$ cat src/rtl/reset_sequencer.sv
// rtl/reset_sequencer.sv - ordered reset-release sequencer; optional watchdog via RESET_SEQ_WATCHDOG_EN
module reset_sequencer #(
    parameter int NUM_STAGES     = 4,
    parameter int HOLD_CYCLES    = 16,
    parameter int TIMEOUT_CYCLES = 1024,
    parameter logic [NUM_STAGES-1:0] READY_MASK = {NUM_STAGES{1'b1}}
) (
    input  logic                  clk_a,
    input  logic                  resetn_a,
    input  logic                  soft_reset_req,
    input  logic [NUM_STAGES-1:0] stage_ready,
    output logic [NUM_STAGES-1:0] stage_resetn,
    output logic [2:0]            seq_stage,
    output logic                  seq_done,
    output logic                  seq_timeout
);

    localparam int HOLD_W = (HOLD_CYCLES > 1) ? $clog2(HOLD_CYCLES) : 1;

    if (NUM_STAGES < 1 || NUM_STAGES > 8 || HOLD_CYCLES < 1 || TIMEOUT_CYCLES < 1) begin : g_param_check
        $error("reset_sequencer: parameter out of range");
    end

`ifdef RESET_SEQ_WATCHDOG_EN
    typedef enum logic [2:0] {ST_HOLD, ST_RELEASE, ST_WAIT, ST_DONE, ST_FAULT} state_t;
    localparam int TMO_W = (TIMEOUT_CYCLES > 1) ? $clog2(TIMEOUT_CYCLES) : 1;
    logic [TMO_W-1:0] tmo_cnt_q, tmo_cnt_d;
    logic             seq_timeout_q, seq_timeout_d;
`else
    typedef enum logic [1:0] {ST_HOLD, ST_RELEASE, ST_WAIT, ST_DONE} state_t;
`endif

    state_t                  state_q, state_d;
    logic [HOLD_W-1:0]       hold_cnt_q, hold_cnt_d;
    logic [NUM_STAGES-1:0]   stage_resetn_q, stage_resetn_d;
    logic [2:0]              seq_stage_q, seq_stage_d;
    logic                    seq_done_q, seq_done_d;
    logic                    cur_ok;
    logic                    cur_last;
    logic [NUM_STAGES-1:0]   cur_onehot;

    // Decode the stage currently addressed: its release bit and whether it may be passed.
    always_comb begin
        cur_ok     = 1'b0;
        cur_onehot = '0;
        for (int i = 0; i < NUM_STAGES; i++) begin
            if (seq_stage_q == 3'(i)) begin
                cur_ok        = ~READY_MASK[i] | stage_ready[i];
                cur_onehot[i] = 1'b1;
            end
        end
        cur_last = (seq_stage_q == 3'(NUM_STAGES - 1));
    end

    // Next-state and registered-output logic; a soft request overrides every transition.
    always_comb begin
        state_d        = state_q;
        hold_cnt_d     = hold_cnt_q;
        stage_resetn_d = stage_resetn_q;
        seq_stage_d    = seq_stage_q;
        seq_done_d     = seq_done_q;
`ifdef RESET_SEQ_WATCHDOG_EN
        tmo_cnt_d      = tmo_cnt_q;
        seq_timeout_d  = seq_timeout_q;
`endif
        if (soft_reset_req) begin
            state_d        = ST_HOLD;
            hold_cnt_d     = '0;
            stage_resetn_d = '0;
            seq_stage_d    = '0;
            seq_done_d     = 1'b0;
`ifdef RESET_SEQ_WATCHDOG_EN
            tmo_cnt_d      = '0;
            seq_timeout_d  = 1'b0;
`endif
        end else begin
            case (state_q)
                ST_HOLD: begin
                    stage_resetn_d = '0;
                    if (hold_cnt_q == HOLD_W'(HOLD_CYCLES - 1)) begin
                        state_d     = ST_RELEASE;
                        seq_stage_d = '0;
                    end else begin
                        hold_cnt_d = hold_cnt_q + 1'b1;
                    end
                end
                ST_RELEASE: begin
                    stage_resetn_d = stage_resetn_q | cur_onehot;
`ifdef RESET_SEQ_WATCHDOG_EN
                    tmo_cnt_d      = '0;
`endif
                    state_d        = ST_WAIT;
                end
                ST_WAIT: begin
                    if (cur_ok) begin
                        if (cur_last) begin
                            state_d    = ST_DONE;
                            seq_done_d = 1'b1;
                        end else begin
                            state_d     = ST_RELEASE;
                            seq_stage_d = seq_stage_q + 3'd1;
                        end
`ifdef RESET_SEQ_WATCHDOG_EN
                    end else if (tmo_cnt_q == TMO_W'(TIMEOUT_CYCLES - 1)) begin
                        state_d        = ST_FAULT;
                        stage_resetn_d = '0;
                        seq_timeout_d  = 1'b1;
                    end else begin
                        tmo_cnt_d = tmo_cnt_q + 1'b1;
`endif
                    end
                end
                ST_DONE: begin
                    stage_resetn_d = '1;
                end
`ifdef RESET_SEQ_WATCHDOG_EN
                ST_FAULT: begin
                    stage_resetn_d = '0;
                end
`endif
                default: begin
                    state_d = ST_HOLD;
                end
            endcase
        end
    end

    // Sequencer state register; the asynchronous reset drops every stage reset at once.
    always_ff @(posedge clk_a or negedge resetn_a) begin
        if (!resetn_a) begin
            state_q        <= ST_HOLD;
            hold_cnt_q     <= '0;
            stage_resetn_q <= '0;
            seq_stage_q    <= '0;
            seq_done_q     <= 1'b0;
        end else begin
            state_q        <= state_d;
            hold_cnt_q     <= hold_cnt_d;
            stage_resetn_q <= stage_resetn_d;
            seq_stage_q    <= seq_stage_d;
            seq_done_q     <= seq_done_d;
        end
    end

`ifdef RESET_SEQ_WATCHDOG_EN
    // Watchdog counter and sticky fault flag.
    always_ff @(posedge clk_a or negedge resetn_a) begin
        if (!resetn_a) begin
            tmo_cnt_q     <= '0;
            seq_timeout_q <= 1'b0;
        end else begin
            tmo_cnt_q     <= tmo_cnt_d;
            seq_timeout_q <= seq_timeout_d;
        end
    end

    assign seq_timeout = seq_timeout_q;
`else
    assign seq_timeout = 1'b0;
`endif

    assign stage_resetn = stage_resetn_q;
    assign seq_stage    = seq_stage_q;
    assign seq_done     = seq_done_q;

endmodule

$ cat config.mk
export PLATFORM = sky130hd
export DESIGN_NAME = reset_sequencer
export DESIGN_NICKNAME = d
export VERILOG_FILES = /design/src/rtl/reset_sequencer.sv
export SDC_FILE = /design/constraint.sdc
export NUM_CORES = 1
export LEC_CHECK = 0
export BUFFER_PORTS_ARGS = -buffer_cell sky130_fd_sc_hd__buf_2
export CAP_MARGIN = 20
export CORE_AREA = 2 2 44 46
export CTS_CLUSTER_SIZE = 20
export DETAILED_ROUTE_END_ITERATION = 6
export DIE_AREA = 0 0 46 48
export HOLD_SLACK_MARGIN = 0.1
export PLACE_DENSITY = 0.82
export SYNTH_ARGS = -nofsm -noshare
export SYNTH_HDL_FRONTEND = slang
export SYNTH_SLANG_ARGS = --single-unit
export TNS_END_PERCENT = 1
$ cat constraint.sdc
create_clock -name clk_a -period 2.4 [get_ports clk_a]
set_clock_uncertainty 0.2 [all_clocks]
set_input_delay 0.36 -clock clk_a [delete_from_list [all_inputs] [get_ports clk_a]]
set_output_delay 0.36 -clock clk_a [all_outputs]
set_load 0.05 [all_outputs]
Yosys cells after proc, flatten, opt, wreduce, memory -nomap -nowiden

Cells that the tools add are included.

Bits in registers: 14
Input bits: 7

Equal/unequal tests: 11
Bitwise operators: 1
$add $sub $neg: 2
Muxes and demuxes: 27
Reduce and logical (&&, ||, !) cells: 13

Operators with widths:

| cell                | number |
|---|---|
| $mux 4              | 4 |
| $mux 1              | 12 |
| $mux 3              | 4 |
| $pmux 4 s3          | 1 |
| $ne 3x3->1 const B  | 3 |
| $mux 2              | 4 |
| $reduce_bool 2->1   | 4 |
| $reduce_bool 4->1   | 2 |
| $eq 3x2->1 const B  | 2 |
| $pmux 2 s3          | 1 |
| $pmux 3 s2          | 1 |
| $reduce_and 3->1    | 2 |
| $add 4x1->4 const B | 1 |
| $eq 2x2->1 const B  | 2 |
| $eq 4x4->1 const B  | 1 |
| $or 4x4->4          | 1 |
| $reduce_and 4->1    | 1 |
| $add 3x1->3 const B | 1 |
| $eq 3x1->1 const B  | 1 |
| $logic_not 3->1     | 1 |
| $reduce_bool 3->1   | 1 |
| $eq 2x1->1 const B  | 1 |
| $logic_not 2->1     | 1 |
| $ne 2x2->1 const B  | 1 |
| $reduce_and 2->1    | 1 |

Longest topological paths before layout

Depth in word-level cells: 8
Gate-level depth with buffers: 7
Depth with buffers taken out: 6

Least setup slack after synthesis

No wires, ideal clock.

Kind: reg-to-reg
From: register seq_stage_q[0] (netlist: seq_stage[0])
To: register seq_stage_q[0] (netlist: seq_stage[0])
Period minus slack after synthesis: 2184 ps
Path slack: 216 ps
Cell stages (with the launch flop): 7
Buffers on the path: 0
Arrival time: 1860 ps
Required time: 2075 ps
Path through: dfrtp_1 -> ha_1 -> ha_1 -> or2_4 -> a211oi_4 -> o22ai_1 -> mux2_2

Cells in the longest elaborated chain, start to end: 7
Elaborated cells between the ends (all ways): 16
Classes of those cells: add/sub: 1; eq/ne: 5; mux: 8; reduce/logical: 2

RTL lines:

| element                    | line | text |
|---|---|---|
| start, declared            | 36   | `logic [2:0] seq_stage_q, seq_stage_d;` |
| start signal, assigned     | 140  | `seq_stage_q <= seq_stage_d;` |
| $logic_not 3->1            | 47   | `if (seq_stage_q == 3'(i)) begin` |
| $mux 1 (4 in series)       | 47   |  |
| $ne 3x3->1 (no line)       | --   |  |
| $reduce_and 4->1 (no line) | --   |  |

Several ways; a longest one is shown, not always the timed one. The select of a mux whose other input is x is not followed.
A chain may end at the register's enable or synchronous reset.

Final worst setup path

Ends and elaborated chain as after synthesis.

==> impl_metrics.tcl <==
set metrics [dict create \
    crit_type "reg2reg" \
    synth_edf_count 0 \
    ys.flop_type "dfrtp_1" \
    cp_max_fo 5 \
    p_comb_share_pct 7.0 \
    yosysMostFrequentCell "dfrtp_1" \
    status "complete, no violations" \
    cp_cell_sequence "ha_1 -> ha_1 -> or2_4 -> a211oi_4 -> o22ai_1 -> mux2_2" \
    cts_buffers 3 \
    async_flop_share_pct 100 \
    slowest_stage "dfrtp_1" \
    final_max_slew_viol_count 0 \
    startpoint_type "flop" \
    avgSynthCellArea_um2 9.42 \
    fin_tns_setup_ns 0 \
    power.internal_uw 343 \
    globalRouteOverflowTotal 0 \
    ys_ff_latch 14 \
    fill_cells 160 \
    grt_max_degree 16 \
    netlist_instances 94 \
    via_count 728 \
    drcViolationCount 0 \
    endpoint_kind "flop" \
    setup_viol 0 \
    worst_path_most_repeated_cell "ha_1" \
    synth_nets 111 \
    p_leak_nw 0.520 \
    fin_nets 128 \
    ys_seq_area_share_pct 39.5 \
    slowest_delay_ns 0.42 \
    die_y_um 48 \
    ant_nets 0 \
    vias_per_cell 5.73 \
    synthTopCellsByArea "dfrtp_1 40%, ha_1 14%, a21oi_1 6.8%" \
    power_switching_uw 103 \
    core-area_um2 1690 \
    drive_gt1_share_pct 23.6 \
    required_ns 2.36 \
    final_min_period_over_clock_period_pct 86.6 \
    synth_commonest_cells "14 x dfrtp_1, 12 x a21oi_1, 10 x ha_1, 10 x inv_1, 6 x nor2_1" \
    hold_path_class "in2reg" \
    grt_pass1_wl_um 2820 \
    cts.repair.resized 0 \
    yosys_warnings 0 \
    grt_usage_pct 17.6 \
    synth_area_um2 886 \
    ctsHtreeMaxLevel 1 \
    first_iter_violations 28 \
    yosys.area.top_type_share_pct 39.5 \
    crit_arrival_ns 2.04 \
    start_util_pct 52.4 \
    worst_skew_pair.late_latency_ns 0.29 \
    seqPwrFrac_pct 54.7 \
    dieArea_um2 2210 \
    path_clk_slew_ns 0.09 \
    detail_route.wl_per_cell_um 13.9 \
    grt_pass1_vias 673 \
    netSwitchingFraction_pct 23.0 \
    synth_top_area_cell "dfrtp_1" \
    max_freq_mhz 481 \
    whs_ns 0.148 \
    dp_hpwl_um 1360 \
    root_buffer "clkbuf_4" \
    powerDensity_nw_per_um2 443 \
    crit_family "adder cells" \
    dieWidth_um 46 \
    drtPass1Iterations 4 \
    cts_tree "yes" \
    antenna_found_initial 0 \
    irDropWorstVdd_uv 384 \
    path_buf_inv 0 \
    globalplace.congestion 0.850 \
    synth_cell_types 32 \
    rows 15 \
    wl_um 1770 \
    syn_to_final_growth_pct 13.7 \
    rsz0062_at_grt "no" \
    clock_path_buffers 2 \
    period_needed_ns 2.08 \
    hold_viol_final 0 \
    pwr-share-clk_pct 38.3 \
    portBuffers 14 \
    maxCapViolations 0 \
    io_pins 16 \
    clock_sinks 14 \
    antenna_cells 0 \
]
[final cells by class]
type	count	area, um^2	area share (%)
multi-input combinational	67	482	47.8
inverter	10	37.5	3.73
clock buffer	4	36.3	3.60
sequential	14	350	34.8
timing repair buffer	15	80.1	7.95
tap	17	21.3	2.11
[layer usage]
layer	vias up	GRT usage [%]	routed length (um)
li1	356	-	-
met1	344	22.4	759
met2	24	31.1	895
met3	4	2.26	93
met4	0	5.14	22
met5	-	0	0
[worst reg2reg max path: cells and delay by family (launching register included)]
family	cells	cell delay (ns)
AO/OA/AOI/OAI	2	0.36
adder cells (fa/ha/maj)	2	0.45
multiplexers	1	0.28
flip-flops	1	0.42
AND/OR/NAND/NOR	1	0.25
[cells by family after synthesis]
family,share of synthesized area [%]
xor+xnor,0.989
fa+ha+maj,14.1
simple gates,18.5
buf+inv,6.07
other cells,0.423
mux,1.27
compound gates,19.1
flops,39.5
[power by group through the flow]
stage	clock, mW	combinational (mW)	sequential (mW)
2_1_floorplan	0	0.0187	0.248
3_3_place_gp	0	0.0292	0.248
3_5_place_dp	0	0.0305	0.249
4_1_cts	0.174	0.0319	0.244
5_1_grt	0.183	0.0360	0.245
6_report	0.171	0.0314	0.244
[sequential cells by signal, summed over array words and instances (netlist names)]
register      cells
state_q           2
stage_resetn      4
hold_cnt_q        4
seq_done          1
seq_stage         3
[stage by stage]
| step | power [mW] | instances | cell area, um^2 | util (%) | setup slack [ns] |
|---|---|---|---|---|---|
| finish | 0.446 | 127 | 1010 | 59.6 | 0.323 |
| global route | 0.464 | 127 | 1010 | 59.6 | 0.182 |
| CTS | 0.450 | 127 | 1010 | 59.6 | 0.318 |
| detailed placement | 0.279 | 122 | 961 | 56.9 | 0.342 |
| global placement | 0.277 | 122 | 961 | 56.9 | 0.421 |
| floorplan | 0.266 | 94 | 886 | - | 0.216 |
[repair_timing]
item / 4_1_cts / 5_1_grt
endpoints found under the hold margin: 14 / 0
hold buffers: 1 / 0
buffers inserted: 0 / 0
[cells in the final DEF, fill, tap and decap left out, types with 3 or more instances in the layout]
master and instances:
buf_2 14, nand2_1 4, o22ai_1 3, inv_1 10, a21oi_1 12, dfrtp_1 14
nor3_1 4, ha_1 10, nor2_1 6, clkbuf_4 3
[final timing paths]
| check | from | endpoint | slack, ns | cells past startpoint |
|---|---|---|---|---|
| min | stage_ready[3] | seq_done | 0.15 | 3 |
| max reg2reg | seq_stage[0] | seq_stage[0] | 0.32 | 6 |
| max in group asynchronous | resetn_a | seq_stage[2] | 1.46 | 2 |
| min reg2reg | seq_done | seq_done | 0.33 | 2 |
| min in group asynchronous | resetn_a | state_q[0] | 0.29 | 2 |
| max | seq_stage[0] | seq_stage[0] | 0.32 | 6 |
Note: power is estimated with default switching activity, not from simulation.
